$ cat src/rtl/door_pkg.sv
// door_pkg: shared types and helpers for the door-motor controller.
//   door_state_t  - FSM state codes (6 and 7 are illegal)
//   DOOR_STATE_W  - width of the state code
//   cnt_w()       - counter width able to hold 0..max_val (at least 1 bit)
package door_pkg;

    localparam int unsigned DOOR_STATE_W = 3;

    typedef enum logic [DOOR_STATE_W-1:0] {
        CLOSED    = 3'd0,
        OPENING   = 3'd1,
        OPEN_HOLD = 3'd2,
        CLOSING   = 3'd3,
        STOPPED   = 3'd4,
        FAULT     = 3'd5
    } door_state_t;

    // Bits needed to represent 0..max_val; never returns 0 so vectors stay legal.
    function automatic int unsigned cnt_w(input int unsigned max_val);
        return (max_val == 0) ? 1 : $clog2(max_val + 1);
    endfunction

endpackage

$ cat src/rtl/door_if.sv
// door_if: sensor/motor bundle between the pin wrapper (master) and door_ctrl (slave).
//   ena, sen, se, la, lc, fault_clr : master -> slave
//   ma, mc, state, fault, rev_cnt   : slave -> master
// Parameter REV_W must match the rev_cnt width of the attached door_ctrl.
interface door_if import door_pkg::*; #(
    parameter int unsigned REV_W = 2
) ();

    logic                    ena;
    logic                    sen;
    logic                    se;
    logic                    la;
    logic                    lc;
    logic                    fault_clr;
    logic                    ma;
    logic                    mc;
    logic [DOOR_STATE_W-1:0] state;
    logic                    fault;
    logic [REV_W-1:0]        rev_cnt;

    modport master (
        output ena, sen, se, la, lc, fault_clr,
        input  ma, mc, state, fault, rev_cnt
    );

    modport slave (
        input  ena, sen, se, la, lc, fault_clr,
        output ma, mc, state, fault, rev_cnt
    );

endinterface

$ cat src/rtl/door_debounce.sv
// door_debounce: 2-flop synchroniser followed by a stability filter.
// The output follows the synchronised input only after LEN consecutive
// samples that differ from the current output.
//   clk, rst_n : clock, async active-low reset
//   d_i        : raw asynchronous input
//   q_o        : filtered output (reset value 0)
module door_debounce import door_pkg::*; #(
    parameter int unsigned LEN = 4
) (
    input  logic clk,
    input  logic rst_n,
    input  logic d_i,
    output logic q_o
);

    localparam int unsigned       CNT_W    = cnt_w(LEN - 1);
    localparam logic [CNT_W-1:0] CNT_LAST = CNT_W'(LEN - 1);

    logic             sync1_q, sync2_q;
    logic             q_q, q_d;
    logic [CNT_W-1:0] cnt_q, cnt_d;

    // Synchroniser, filter count and filtered value
    always_ff @(posedge clk or negedge rst_n) begin
        if (!rst_n) begin
            sync1_q <= 1'b0;
            sync2_q <= 1'b0;
            q_q     <= 1'b0;
            cnt_q   <= '0;
        end else begin
            sync1_q <= d_i;
            sync2_q <= sync1_q;
            q_q     <= q_d;
            cnt_q   <= cnt_d;
        end
    end

    // Any sample equal to the output restarts the run of differing samples
    always_comb begin
        q_d   = q_q;
        cnt_d = '0;
        if (sync2_q != q_q) begin
            if (cnt_q == CNT_LAST) begin
                q_d = sync2_q;
            end else begin
                cnt_d = cnt_q + CNT_W'(1);
            end
        end
    end

    assign q_o = q_q;

endmodule

$ cat src/rtl/door_ctrl.sv
// door_ctrl: door-motor controller with hold-open timer, motor-run timeout,
// obstruction reversal with a reversal limit, limit-switch conflict detection
// and a latched fault with explicit clear.
//   clk, rst_n    : clock, async active-low reset
//   door (slave)  : ena/sen/se/la/lc/fault_clr in; ma/mc/state/fault/rev_cnt out
// Optional: define DOOR_DEBOUNCE_EN to filter sen/se/la/lc through door_debounce.
module door_ctrl import door_pkg::*; #(
    parameter int unsigned HOLD_CYCLES   = 1000,
    parameter int unsigned MOTOR_TIMEOUT = 5000,
    parameter int unsigned MAX_REVERSALS = 3,
    parameter int unsigned DEBOUNCE_LEN  = 4
) (
    input logic   clk,
    input logic   rst_n,
    door_if.slave door
);

    localparam int unsigned HOLD_W = cnt_w(HOLD_CYCLES - 1);
    localparam int unsigned TMR_W  = cnt_w(MOTOR_TIMEOUT - 1);
    localparam int unsigned REV_W  = cnt_w(MAX_REVERSALS);

    localparam logic [HOLD_W-1:0] HOLD_LOAD = HOLD_W'(HOLD_CYCLES - 1);
    localparam logic [TMR_W-1:0]  TMR_LAST  = TMR_W'(MOTOR_TIMEOUT - 1);
    localparam logic [REV_W-1:0]  REV_MAX   = REV_W'(MAX_REVERSALS);

    localparam logic [DOOR_STATE_W-1:0] S_CLOSED    = DOOR_STATE_W'(CLOSED);
    localparam logic [DOOR_STATE_W-1:0] S_OPENING   = DOOR_STATE_W'(OPENING);
    localparam logic [DOOR_STATE_W-1:0] S_OPEN_HOLD = DOOR_STATE_W'(OPEN_HOLD);
    localparam logic [DOOR_STATE_W-1:0] S_CLOSING   = DOOR_STATE_W'(CLOSING);
    localparam logic [DOOR_STATE_W-1:0] S_STOPPED   = DOOR_STATE_W'(STOPPED);
    localparam logic [DOOR_STATE_W-1:0] S_FAULT     = DOOR_STATE_W'(FAULT);

    // Reject parameter values the counters cannot represent
    if (HOLD_CYCLES < 1 || MOTOR_TIMEOUT < 2 || DEBOUNCE_LEN < 1) begin : g_bad_param
        $error("door_ctrl: illegal parameter value");
    end

    logic sen_f, se_f, la_f, lc_f;

`ifdef DOOR_DEBOUNCE_EN
    door_debounce #(.LEN(DEBOUNCE_LEN)) u_db_sen (.clk(clk), .rst_n(rst_n), .d_i(door.sen), .q_o(sen_f));
    door_debounce #(.LEN(DEBOUNCE_LEN)) u_db_se  (.clk(clk), .rst_n(rst_n), .d_i(door.se),  .q_o(se_f));
    door_debounce #(.LEN(DEBOUNCE_LEN)) u_db_la  (.clk(clk), .rst_n(rst_n), .d_i(door.la),  .q_o(la_f));
    door_debounce #(.LEN(DEBOUNCE_LEN)) u_db_lc  (.clk(clk), .rst_n(rst_n), .d_i(door.lc),  .q_o(lc_f));
`else
    assign sen_f = door.sen;
    assign se_f  = door.se;
    assign la_f  = door.la;
    assign lc_f  = door.lc;
`endif

    logic [DOOR_STATE_W-1:0] state_q, state_d;
    logic [HOLD_W-1:0]       hold_q, hold_d;
    logic [TMR_W-1:0]        tmr_q, tmr_d;
    logic [REV_W-1:0]        rev_q, rev_d;
    logic                    conflict;
    logic                    se_stops;

    assign conflict = la_f & lc_f;
    assign se_stops = se_f & ((state_q == S_OPENING) || (state_q == S_OPEN_HOLD) ||
                              (state_q == S_CLOSING));

    // State and counter registers
    always_ff @(posedge clk or negedge rst_n) begin
        if (!rst_n) begin
            state_q <= S_CLOSED;
            hold_q  <= '0;
            tmr_q   <= '0;
            rev_q   <= '0;
        end else begin
            state_q <= state_d;
            hold_q  <= hold_d;
            tmr_q   <= tmr_d;
            rev_q   <= rev_d;
        end
    end

    // Next state; everything holds while ena is low. The motor timer is
    // cleared on every transition into OPENING/CLOSING, and limit switches
    // are tested before the timeout so they win on the final cycle.
    always_comb begin
        state_d = state_q;
        hold_d  = hold_q;
        tmr_d   = tmr_q;
        rev_d   = rev_q;
        if (door.ena) begin
            if (conflict && (state_q != S_FAULT)) begin
                state_d = S_FAULT;
            end else if (se_stops) begin
                state_d = S_STOPPED;
            end else begin
                case (state_q)
                    S_CLOSED: begin
                        if (sen_f && !se_f) begin
                            state_d = S_OPENING;
                            tmr_d   = '0;
                        end
                    end
                    S_OPENING: begin
                        if (la_f) begin
                            state_d = S_OPEN_HOLD;
                            hold_d  = HOLD_LOAD;
                        end else if (tmr_q == TMR_LAST) begin
                            state_d = S_FAULT;
                        end else begin
                            tmr_d = tmr_q + TMR_W'(1);
                        end
                    end
                    S_OPEN_HOLD: begin
                        if (sen_f) begin
                            hold_d = HOLD_LOAD;
                        end else if (hold_q == '0) begin
                            state_d = S_CLOSING;
                            tmr_d   = '0;
                        end else begin
                            hold_d = hold_q - HOLD_W'(1);
                        end
                    end
                    S_CLOSING: begin
                        if (lc_f) begin
                            state_d = S_CLOSED;
                            rev_d   = '0;
                        end else if (sen_f) begin
                            if (rev_q < REV_MAX) begin
                                state_d = S_OPENING;
                                tmr_d   = '0;
                                rev_d   = rev_q + REV_W'(1);
                            end else begin
                                state_d = S_FAULT;
                            end
                        end else if (tmr_q == TMR_LAST) begin
                            state_d = S_FAULT;
                        end else begin
                            tmr_d = tmr_q + TMR_W'(1);
                        end
                    end
                    S_STOPPED: begin
                        if (!se_f) begin
                            state_d = S_OPENING;
                            tmr_d   = '0;
                        end
                    end
                    S_FAULT: begin
                        if (door.fault_clr && !se_f && !conflict) begin
                            if (lc_f) begin
                                state_d = S_CLOSED;
                                rev_d   = '0;
                            end else begin
                                state_d = S_OPENING;
                                tmr_d   = '0;
                            end
                        end
                    end
                    default: state_d = S_FAULT;
                endcase
            end
        end
    end

    // Motor drives are decoded from state and gated by ena; the state decode
    // makes ma/mc mutually exclusive and lets reset drop them immediately.
    assign door.ma      = door.ena & (state_q == S_OPENING);
    assign door.mc      = door.ena & (state_q == S_CLOSING);
    assign door.fault   = (state_q == S_FAULT);
    assign door.state   = state_q;
    assign door.rev_cnt = rev_q;

endmodule

$ cat src/flat_wrapper.sv
// flat-port wrapper written by rule: the top's interface ports become plain ports
module door_ctrl_flat import door_pkg::*;
#(
    parameter int unsigned HOLD_CYCLES   = 1000,
    parameter int unsigned MOTOR_TIMEOUT = 5000,
    parameter int unsigned MAX_REVERSALS = 3,
    parameter int unsigned DEBOUNCE_LEN  = 4
)
  (clk, rst_n, door_ena, door_sen, door_se, door_la, door_lc, door_fault_clr, door_ma, door_mc, door_state, door_fault, door_rev_cnt);
  door_if #(.REV_W(2)) door_i ();
  input logic clk;
  input logic rst_n;
  input wire logic [$bits(door_i.ena)-1:0] door_ena;
  input wire logic [$bits(door_i.sen)-1:0] door_sen;
  input wire logic [$bits(door_i.se)-1:0] door_se;
  input wire logic [$bits(door_i.la)-1:0] door_la;
  input wire logic [$bits(door_i.lc)-1:0] door_lc;
  input wire logic [$bits(door_i.fault_clr)-1:0] door_fault_clr;
  output wire logic [$bits(door_i.ma)-1:0] door_ma;
  output wire logic [$bits(door_i.mc)-1:0] door_mc;
  output wire logic [$bits(door_i.state)-1:0] door_state;
  output wire logic [$bits(door_i.fault)-1:0] door_fault;
  output wire logic [$bits(door_i.rev_cnt)-1:0] door_rev_cnt;
  assign door_i.ena = door_ena;
  assign door_i.sen = door_sen;
  assign door_i.se = door_se;
  assign door_i.la = door_la;
  assign door_i.lc = door_lc;
  assign door_i.fault_clr = door_fault_clr;
  assign door_ma = door_i.ma;
  assign door_mc = door_i.mc;
  assign door_state = door_i.state;
  assign door_fault = door_i.fault;
  assign door_rev_cnt = door_i.rev_cnt;
  door_ctrl #(.HOLD_CYCLES(HOLD_CYCLES), .MOTOR_TIMEOUT(MOTOR_TIMEOUT), .MAX_REVERSALS(MAX_REVERSALS), .DEBOUNCE_LEN(DEBOUNCE_LEN)) u_core (.clk(clk), .rst_n(rst_n), .door(door_i));
endmodule
$ cat config.mk
export PLATFORM = sky130hd
export DESIGN_NAME = door_ctrl_flat
export DESIGN_NICKNAME = d
export VERILOG_FILES = /design/src/rtl/door_pkg.sv /design/src/rtl/door_if.sv /design/src/rtl/door_debounce.sv /design/src/rtl/door_ctrl.sv /design/src/flat_wrapper.sv
export SDC_FILE = /design/constraint.sdc
export NUM_CORES = 1
export LEC_CHECK = 0
export CAP_MARGIN = 20
export CORE_MARGIN = 2
export CORE_UTILIZATION = 40
export DETAILED_ROUTE_END_ITERATION = 16
export GPL_ROUTABILITY_DRIVEN = 0
export SETUP_SLACK_MARGIN = 0.4
export SYNTH_ARGS = -nofsm -noshare
export SYNTH_HDL_FRONTEND = slang
export SYNTH_SLANG_ARGS = --single-unit
$ cat constraint.sdc
create_clock -name clk -period 4.2 [get_ports clk]
set_input_delay 0.42 -clock clk [delete_from_list [all_inputs] [get_ports clk]]
set_output_delay 0.42 -clock clk [all_outputs]
set_load 0.005 [all_outputs]
Word-level counts from Yosys, hierarchy flattened
Index checks and enable logic that the tools add are counted.
- flip-flop bits (word level): 28
- input port bits: 8
- output and inout port bits: 8
- word-level logic and storage cells: 93
- $add $sub $neg: 3
- order comparisons: 1
- equal/unequal tests: 26
- multiplexer cells: 36
- bitwise gates (word level): 6
- reductions and logical operators: 17
- operators with widths (kind ; number):
    2-to-1 mux 13 bit ; 11
    one-hot mux 13 bit (6 select lines) ; 1
    2-to-1 mux 3 bit ; 12
    2-to-1 mux 10 bit ; 3
    one-hot mux 10 bit (2 select lines) ; 1
    one-hot mux 3 bit (6 select lines) ; 1
    inequality test 2 bit (second input constant) ; 8
    inequality test 3 bit (second input constant) ; 5
    adder 13 x 1 -> 13 bit (second input constant) ; 1
    == test 13 bit (second input constant) ; 1
    AND reduction 13 bit ; 1
    AND reduction 6 bit ; 2
    logical NOT 10 bit ; 1
    2-to-1 mux 2 bit ; 5
    subtractor 10 x 1 -> 10 bit (second input constant) ; 1
    inequality test 4 x 1 -> 1 bit (second input constant) ; 2
    inequality test 4 x 3 -> 1 bit (second input constant) ; 2
    AND reduction 8 bit ; 1
    == test 3 x 2 -> 1 bit (second input constant) ; 2
    == test 3 bit (second input constant) ; 2
    nonzero test 6 bit ; 1
    AND 1 bit ; 4
    logical AND 1 bit ; 4
    inequality test 2 x 1 -> 1 bit (second input constant) ; 2
    other kinds (11) ; 15

Logic depth before layout (Yosys ltp)
Gate-level depths: netlist of the first run.
- word-level depth: 7
- depth in mapped cells: 8
- mapped depth without buffers: 7

Worst setup path before layout of the first run
OpenSTA, ideal clock, no wires.
- path type: reg2reg
- from: reg u_core.hold_q[0]
- to: reg u_core.state_q[0], in the netlist u_core.door.state[0]
- library setup time: 0.125 ns
- data arrival time: 2.270 ns
- data required time: 4.075 ns
- slack: 1.805 ns
- stages on the path, launching flop included: 8
- path buffers: 0
- period minus slack after synthesis: 2.395 ns
- path through: dfrtp_1 inv_1 ha_1 or4b_4 o41ai_4 a21oi_1 or3_1 mux2_4
- longest elaborated chain between the ends: 3
- RTL lines (element ; RTL line ; source):
    start: declaration ; door_ctrl.sv:53 ; logic [HOLD_W-1:0] hold_q, hold_d;
    start signal: assignment ; door_ctrl.sv:72 ; hold_q <= hold_d;
    logical NOT 10 bit ; door_ctrl.sv:112 ; end else if (hold_q == '0) begin
    inequality test 4 x 3 -> 1 bit (no source line) ; n/a ;
    AND reduction 6 bit (no source line) ; n/a ;
    end signal: assignment ; door_ctrl.sv:71 ; state_q <= state_d;
    end: declaration ; door_ctrl.sv:52 ; logic [DOOR_STATE_W-1:0] state_q, state_d;
No other way between the ends.
A chain may end at the register's enable or synchronous reset.

Worst setup path in the final report of the first run
- from: in door_lc
- to: reg u_core.tmr_q[12]
- longest elaborated chain between the ends: 5
- elaborated cells on any way between the ends: 9
- classes of those cells: eq/ne: 3; bitwise: 2; reduce/logical: 4
- RTL lines (element ; RTL line ; source):
    start: declaration ; flat_wrapper.sv:17 ; input wire logic [$bits(door_i.lc)-1:0] door_lc;
    AND 1 bit ; door_ctrl.sv:59 ; assign conflict = la_f & lc_f;
    logical NOT 1 bit ; door_ctrl.sv:144 ; if (door.fault_clr && !se_f && !conflict) begin
    logical AND 1 bit ; door_ctrl.sv:144 ;
    inequality test 2 x 1 -> 1 bit (no source line) ; n/a ;
    AND reduction 13 bit (no source line) (*) ; n/a ;
    end signal: assignment ; door_ctrl.sv:73 ; tmr_q <= tmr_d;
    end: declaration ; door_ctrl.sv:54 ; logic [TMR_W-1:0] tmr_q, tmr_d;
Mark *: on every way between the ends. The rest lies on a longest branch, timed or not.

==> results.toml, run 1 <==
[power]
ir_drop_mv = 0.286
p_int_uw = 672
pwr-share-clk = 0.126
p_sw_uw = 507
switching_share = 0.430
pwr-share-comb = 0.463
p_leak_uw = 0.000819
powerDensity_nw_per_um2 = 538
seq_power_share = 0.411

[setup_path]
r2r_setup_slack_ns = 1.47
cp.required_ns = 4.37
critPathLaunchType = "input port"
crit_type = "in -> reg"
slowest_stage = "or3_1"
reg2reg_from = "u_core.door.state[1]$_DFFE_PN0P_"
startpoint = "door_lc"
crit_arrival_ns = 2.91
max_stage_delay_ns = 0.62
critPathTopFamily = "simple AND/OR/NAND/NOR gates"
worstSetupEndpointType = "flip-flop"
worst-path-buf-inv = 1
critPathMaxFanout = 16
crit_chain = "clkdlybuf4s50_1, nand2_1, nand3_1, a221o_1, or3_1, o41ai_1"

[floorplanning]
die_y_um = 74.5
die_w_um = 74.5
start_util = 0.418
pin_count = 16
core_um2 = 4750
dieArea_um2 = 5540
num_rows = 25

[route]
ant_nets = 0
wirelength_um = 4510
first_pass_iters = 5
drc_errors = 0
wl_per_cell_um = 15.0
vias = 1806
avgViaCountPerCell = 6.00
drt_iter0_drc = 123

[sta]
fin_skew_ns = 0.0115
whs_ns = 0.501
worst_slack_ns = 1.46
tightest_slew_ns = 0.565
hold_viol_final = 0
max_freq_mhz = 365
fin_crit_sh = 0.653
slew_headroom = 0.623
tns_ns = 0
drv_slew = 0
setup_viol = 0
min_period_ns = 2.74
rsz0062_at_grt = "no"

[logic_synthesis]
async_reset_ff_frac = 1.00
avgSynthCellArea_um2 = 8.63
yosys_warnings = 0
netlist_area_um2 = 1990
yosys.cell_types.count = 54
yosysMostFrequentCell = "dfrtp_1"
yosys_register_bits = 28
synthCells = 230
ys_top_cells_by_count = "dfrtp_1 (28), nor2_1 (27), nand2_1 (15), o41ai_1 (15), a21oi_1 (13)"
synth_ff_type = "dfrtp_1"
yosys-top-cells-area = "dfrtp_1 (35%), o41ai_1 (6.6%), nor2_1 (5.1%)"
synth_top_cell_area_share = 0.353
synth_edf_count = 0
synth_nets = 241
synth_top_cell_by_area = "dfrtp_1"
synth.yosys.seq_area_share = 0.353

[final_layout]
areaGrowthSynthToFinish_pct = 10.2
drive_above_1_share = 0.0556
final_nets = 247
ff_latch_area_um2 = 701
multi_input_comb_area_um2 = 1180
antenna_cells = 0
final_util = 0.460
fin_area_um2 = 2190
fill_cells = 466

[run_status]
status = "finished, final reports clean"

[flow_run]
drv_cap = 0

[global_routing]
grt_antenna_before_repair = 0
grt_pass1_wl_um = 7900
grt_remaining_overflow = 0
grt_pass1_vias = 1715
grt_use_total = 0.180
grt_start_max_net_pins = 29

[cts]
ctsHoldBuffers = 0
cts_tree = "yes"
clock_sinks = 28
clockBufferDepth = 2
cts_buffers = 3
clock_latency_ns = 0.28
cts_setup_buffers = 0
path_clk_slew_ns = 0.10
post_cts_resized = 0
root_buffer = "clkbuf_8"
htree_levels = 1

[placed_design]
place_ws_ns = 1.13
post-dp-hpwl_um = 3150
portBuffers = 15
postPlaceCellArea_um2 = 2150

[hold_path]
min-delay-path-class = "in -> async"
[worst reg2reg max path: stages, from the launching register on]
cell and delay, ns:
dfrtp_1 0.58, nand3b_1 0.31, inv_2 0.14, o32ai_1 0.09, nand2b_1 0.42, or3_1 0.68, o41ai_1 0.39
[final cells by class]
cell class,instances,share of cell area
inverter,6,0.0103
sequential,28,0.320
tap,67,0.0383
timing repair buffer,16,0.0720
clock buffer,3,0.0189
multi-input combinational,181,0.540
[routing by layer]
| metal | GRT usage | vias up | wire (um) |
|---|---|---|---|
| li1 | - | 895 | - |
| met1 | 0.254 | 865 | 2200 |
| met2 | 0.282 | 41 | 2110 |
| met3 | 0.0312 | 5 | 153 |
| met4 | 0.0575 | 0 | 44 |
| met5 | 0 | - | 0 |
[sequential cells by signal, indices dropped and copies added (netlist names)]
| name | count |
|---|---|
| u_core.door.rev_cnt | 2 |
| u_core.door.state | 3 |
| u_core.hold_q | 10 |
| u_core.tmr_q | 13 |
[stage by stage]
step                      std cells  total power [uW]
after CTS                       301              1190
final                           301              1180
after detailed placement        298              1030
after global placement          298              1030
after global routing            301              1290
after floorplan                 230               889
[power by group through the flow]
stage | Sequential (uW) | Clock (uW) | Combinational, uW
after floorplan | 429 | 0 | 461
after global placement | 490 | 0 | 543
after detailed placement | 488 | 0 | 546
after CTS | 483 | 158 | 548
after global routing | 502 | 169 | 616
final | 484 | 149 | 545
[placed cells by master (no fill, tap or decap), types with 3 or more instances in the layout]
master	instances
o21ai_1	3
nand4_1	4
nand3b_1	3
ha_1	3
o21ai_0	4
a21oi_1	13
o31ai_1	9
nor2_1	27
o22a_1	5
nor2b_1	3
a31oi_1	4
and2_1	3
or3_1	5
dfrtp_1	28
inv_1	5
clkbuf_8	3
nand2_1	15
nor4_1	3
nand2b_1	4
mux2_1	4
clkdlybuf4s50_1	15
o41ai_1	15
nand3_1	9
nor3b_1	3
nor3_1	11
[cell families after synthesis]
logic type,after synthesis,share of synthesized area
flip-flops,28,0.353
AO/OA/AOI/OAI,67,0.254
buffers and inverters,21,0.0517
adder cells (fa/ha/maj),3,0.0189
AND/OR/NAND/NOR,105,0.287
multiplexers,6,0.0359
[final timing paths]
path / endpoint / cells after the start
max: u_core.tmr_q[12]$_DFFE_PN0P_ / 6
min: u_core.hold_q[2]$_DFFE_PN0P_ / 2
max reg2reg: u_core.tmr_q[12]$_DFFE_PN0P_ / 6
min reg2reg: u_core.tmr_q[12]$_DFFE_PN0P_ / 1
max in group asynchronous: u_core.tmr_q[0]$_DFFE_PN0P_ / 2
min in group clk: u_core.tmr_q[12]$_DFFE_PN0P_ / 1
(Power assumes the default switching activity.)
==> run 2, diff against run 1 <==
Clock period 4.2 ns to 2.8 ns, I/O delays scaled along.
==> results.toml, run 2 (synthesis gave the netlist of run 1 again) <==
[run_status]
status = "finished, final reports clean"

[flow_run]
drv_cap = 0

[cts]
htree_levels = 1
clock_sinks = 28
path_clk_slew_ns = 0.10
cts_tree = "yes"
clock_latency_ns = 0.28
cts_buffers = 3
clockBufferDepth = 2
root_buffer = "clkbuf_8"

[setup_path]
cp.required_ns = 2.98
crit_chain = "inv_1, ha_2, or4b_4, o41ai_4, buf_4, a21oi_2, or3_1, mux2_4"
crit_type = "reg -> reg"
crit_arrival_ns = 2.53
reg2reg_from = "u_core.hold_q[0]$_DFFE_PN0P_"
worstRegToRegCells = 8
critPathLaunchType = "flip-flop"
r2r_setup_slack_ns = 0.45
slowest_stage = "or4b_4"
critPathMaxFanout = 3
worst-path-buf-inv = 2
rr_endpoint = "u_core.door.state[0]$_DFFE_PN0P_"
worstSetupEndpointType = "flip-flop"
critPathTopFamily = "simple AND/OR/NAND/NOR gates"
max_stage_delay_ns = 0.49

[route]
ant_nets = 0
drc_errors = 0
drt_iter0_drc = 121
vias = 1847
wirelength_um = 4810
first_pass_iters = 4
wl_per_cell_um = 15.3
avgViaCountPerCell = 5.88

[final_layout]
layout.cells.non_filler = 314
areaGrowthSynthToFinish_pct = 21.7
largest_reg_flops = 13
final_util = 0.508
antenna_cells = 0
final_nets = 259
mostFrequentLayoutCells = "nor2_1 (27), dfrtp_1 (27), nand2_1 (15), clkdlybuf4s50_1 (15)"
drive_above_1_share = 0.166
regMostFlops = "u_core.tmr_q"

[global_routing]
grt_pass1_vias = 1748
grt_start_max_net_pins = 29
grt_antenna_before_repair = 0
grt_remaining_overflow = 0
grt_use_total = 0.181
grt_pass1_wl_um = 7980

[floorplanning]
pin_count = 16
start_util = 0.418
core_um2 = 4750
num_rows = 25
die_y_um = 74.5
dieArea_um2 = 5540
die_w_um = 74.5

[sta]
min_period_ns = 2.35
setup_viol = 0
rsz0062_at_grt = "yes"
tns_ns = 0
fin_crit_sh = 0.840
max_freq_mhz = 425
tightest_slew_ns = 0.503
fin_skew_ns = 0.00111
drv_slew = 0
hold_viol_final = 0
slew_headroom = 0.660

[power]
ir_drop_mv = 0.542
powerDensity_nw_per_um2 = 857
p_sw_uw = 872
p_int_uw = 1200
pwr-share-clk = 0.159
pwr-share-comb = 0.507
p_leak_uw = 0.000910
seq_power_share = 0.334
switching_share = 0.421

[placed_design]
dp_cells = 303
portBuffers = 15
post-dp-hpwl_um = 3210

[hold_path]
min-delay-path-class = "in -> async"
-- run 2: cell count changes in the layout (fill, tap and decap cells not counted), sizes merged --
cell,delta
buf,+11
bufinv,+1
nand2,+1
-- run 2: worst register-to-register path, stage by stage (launching register included) --
cell	delay (ns)
dfrtp_1	0.39
inv_1	0.06
ha_2	0.17
or4b_4	0.49
o41ai_4	0.20
buf_4	0.19
a21oi_2	0.06
or3_1	0.38
mux2_4	0.30
-- run 2: worst max path at each step --
stage,from,to,slack (ns),depth (start not counted)
2_1_floorplan,u_core.hold_q[0]$_DFFE_PN0P_,u_core.door.state[0]$_DFFE_PN0P_,0.41,7
3_3_place_gp,u_core.hold_q[0]$_DFFE_PN0P_,u_core.tmr_q[2]$_DFFE_PN0P_,0.23,7
3_5_place_dp,u_core.hold_q[0]$_DFFE_PN0P_,u_core.tmr_q[2]$_DFFE_PN0P_,0.19,7
4_1_cts,u_core.hold_q[1]$_DFFE_PN0P_,u_core.tmr_q[3]$_DFFE_PN0P_,0.36,9
5_1_grt,u_core.door.state[2]$_DFFE_PN0P_,u_core.tmr_q[12]$_DFFE_PN0P_,0.36,6
6_report,u_core.hold_q[0]$_DFFE_PN0P_,u_core.door.state[0]$_DFFE_PN0P_,0.45,8
-- run 2: layer usage --
metal / global-route usage / part of all wire
met1: 0.243 / 0.48
met2: 0.311 / 0.49
met3: 0.0230 / 0.024
met4: 0.0417 / 0.0079
met5: 0 / 0
-- run 2: what timing repair did --
| action | 4_1_cts | 5_1_grt |
|---|---|---|
| cloned | 1 | 0 |
| hold buffers | 0 | 0 |
| gates resized for setup | 3 | 17 |
| buffers inserted | 6 | 0 |
| setup endpoints to repair | 14 | 16 |
| pin swaps | 4 | 10 |
-- run 2: cell type report --
class	count	area [um2]
Inverter	6	22.5
Fill cell	446	2340
Clock buffer	3	41.3
Timing Repair Buffer	27	240
Multi-Input combinational cell	182	1300
Tap cell	67	83.8
Clock inverter	1	30.0
Sequential cell	28	702
-- run 2: through the flow --
step | power [uW] | hold WS (ns) | area [um2] | setup WS [ns]
floorplan | 1330 | -0.0156 | 1990 | 0.405
global placement | 1590 | 0.474 | 2180 | 0.232
detailed placement | 1590 | 0.479 | 2180 | 0.192
CTS | 1980 | 0.385 | 2320 | 0.360
global route | 2220 | 0.402 | 2420 | 0.357
finish | 2070 | 0.368 | 2420 | 0.449
-- run 2: power by group through the flow --
stage,combinational (uW),clock (uW),sequential [uW]
2_1_floorplan,691,0,643
3_3_place_gp,895,0,697
3_5_place_dp,894,0,695
4_1_cts,962,339,680
5_1_grt,1150,358,712
6_report,1050,330,691
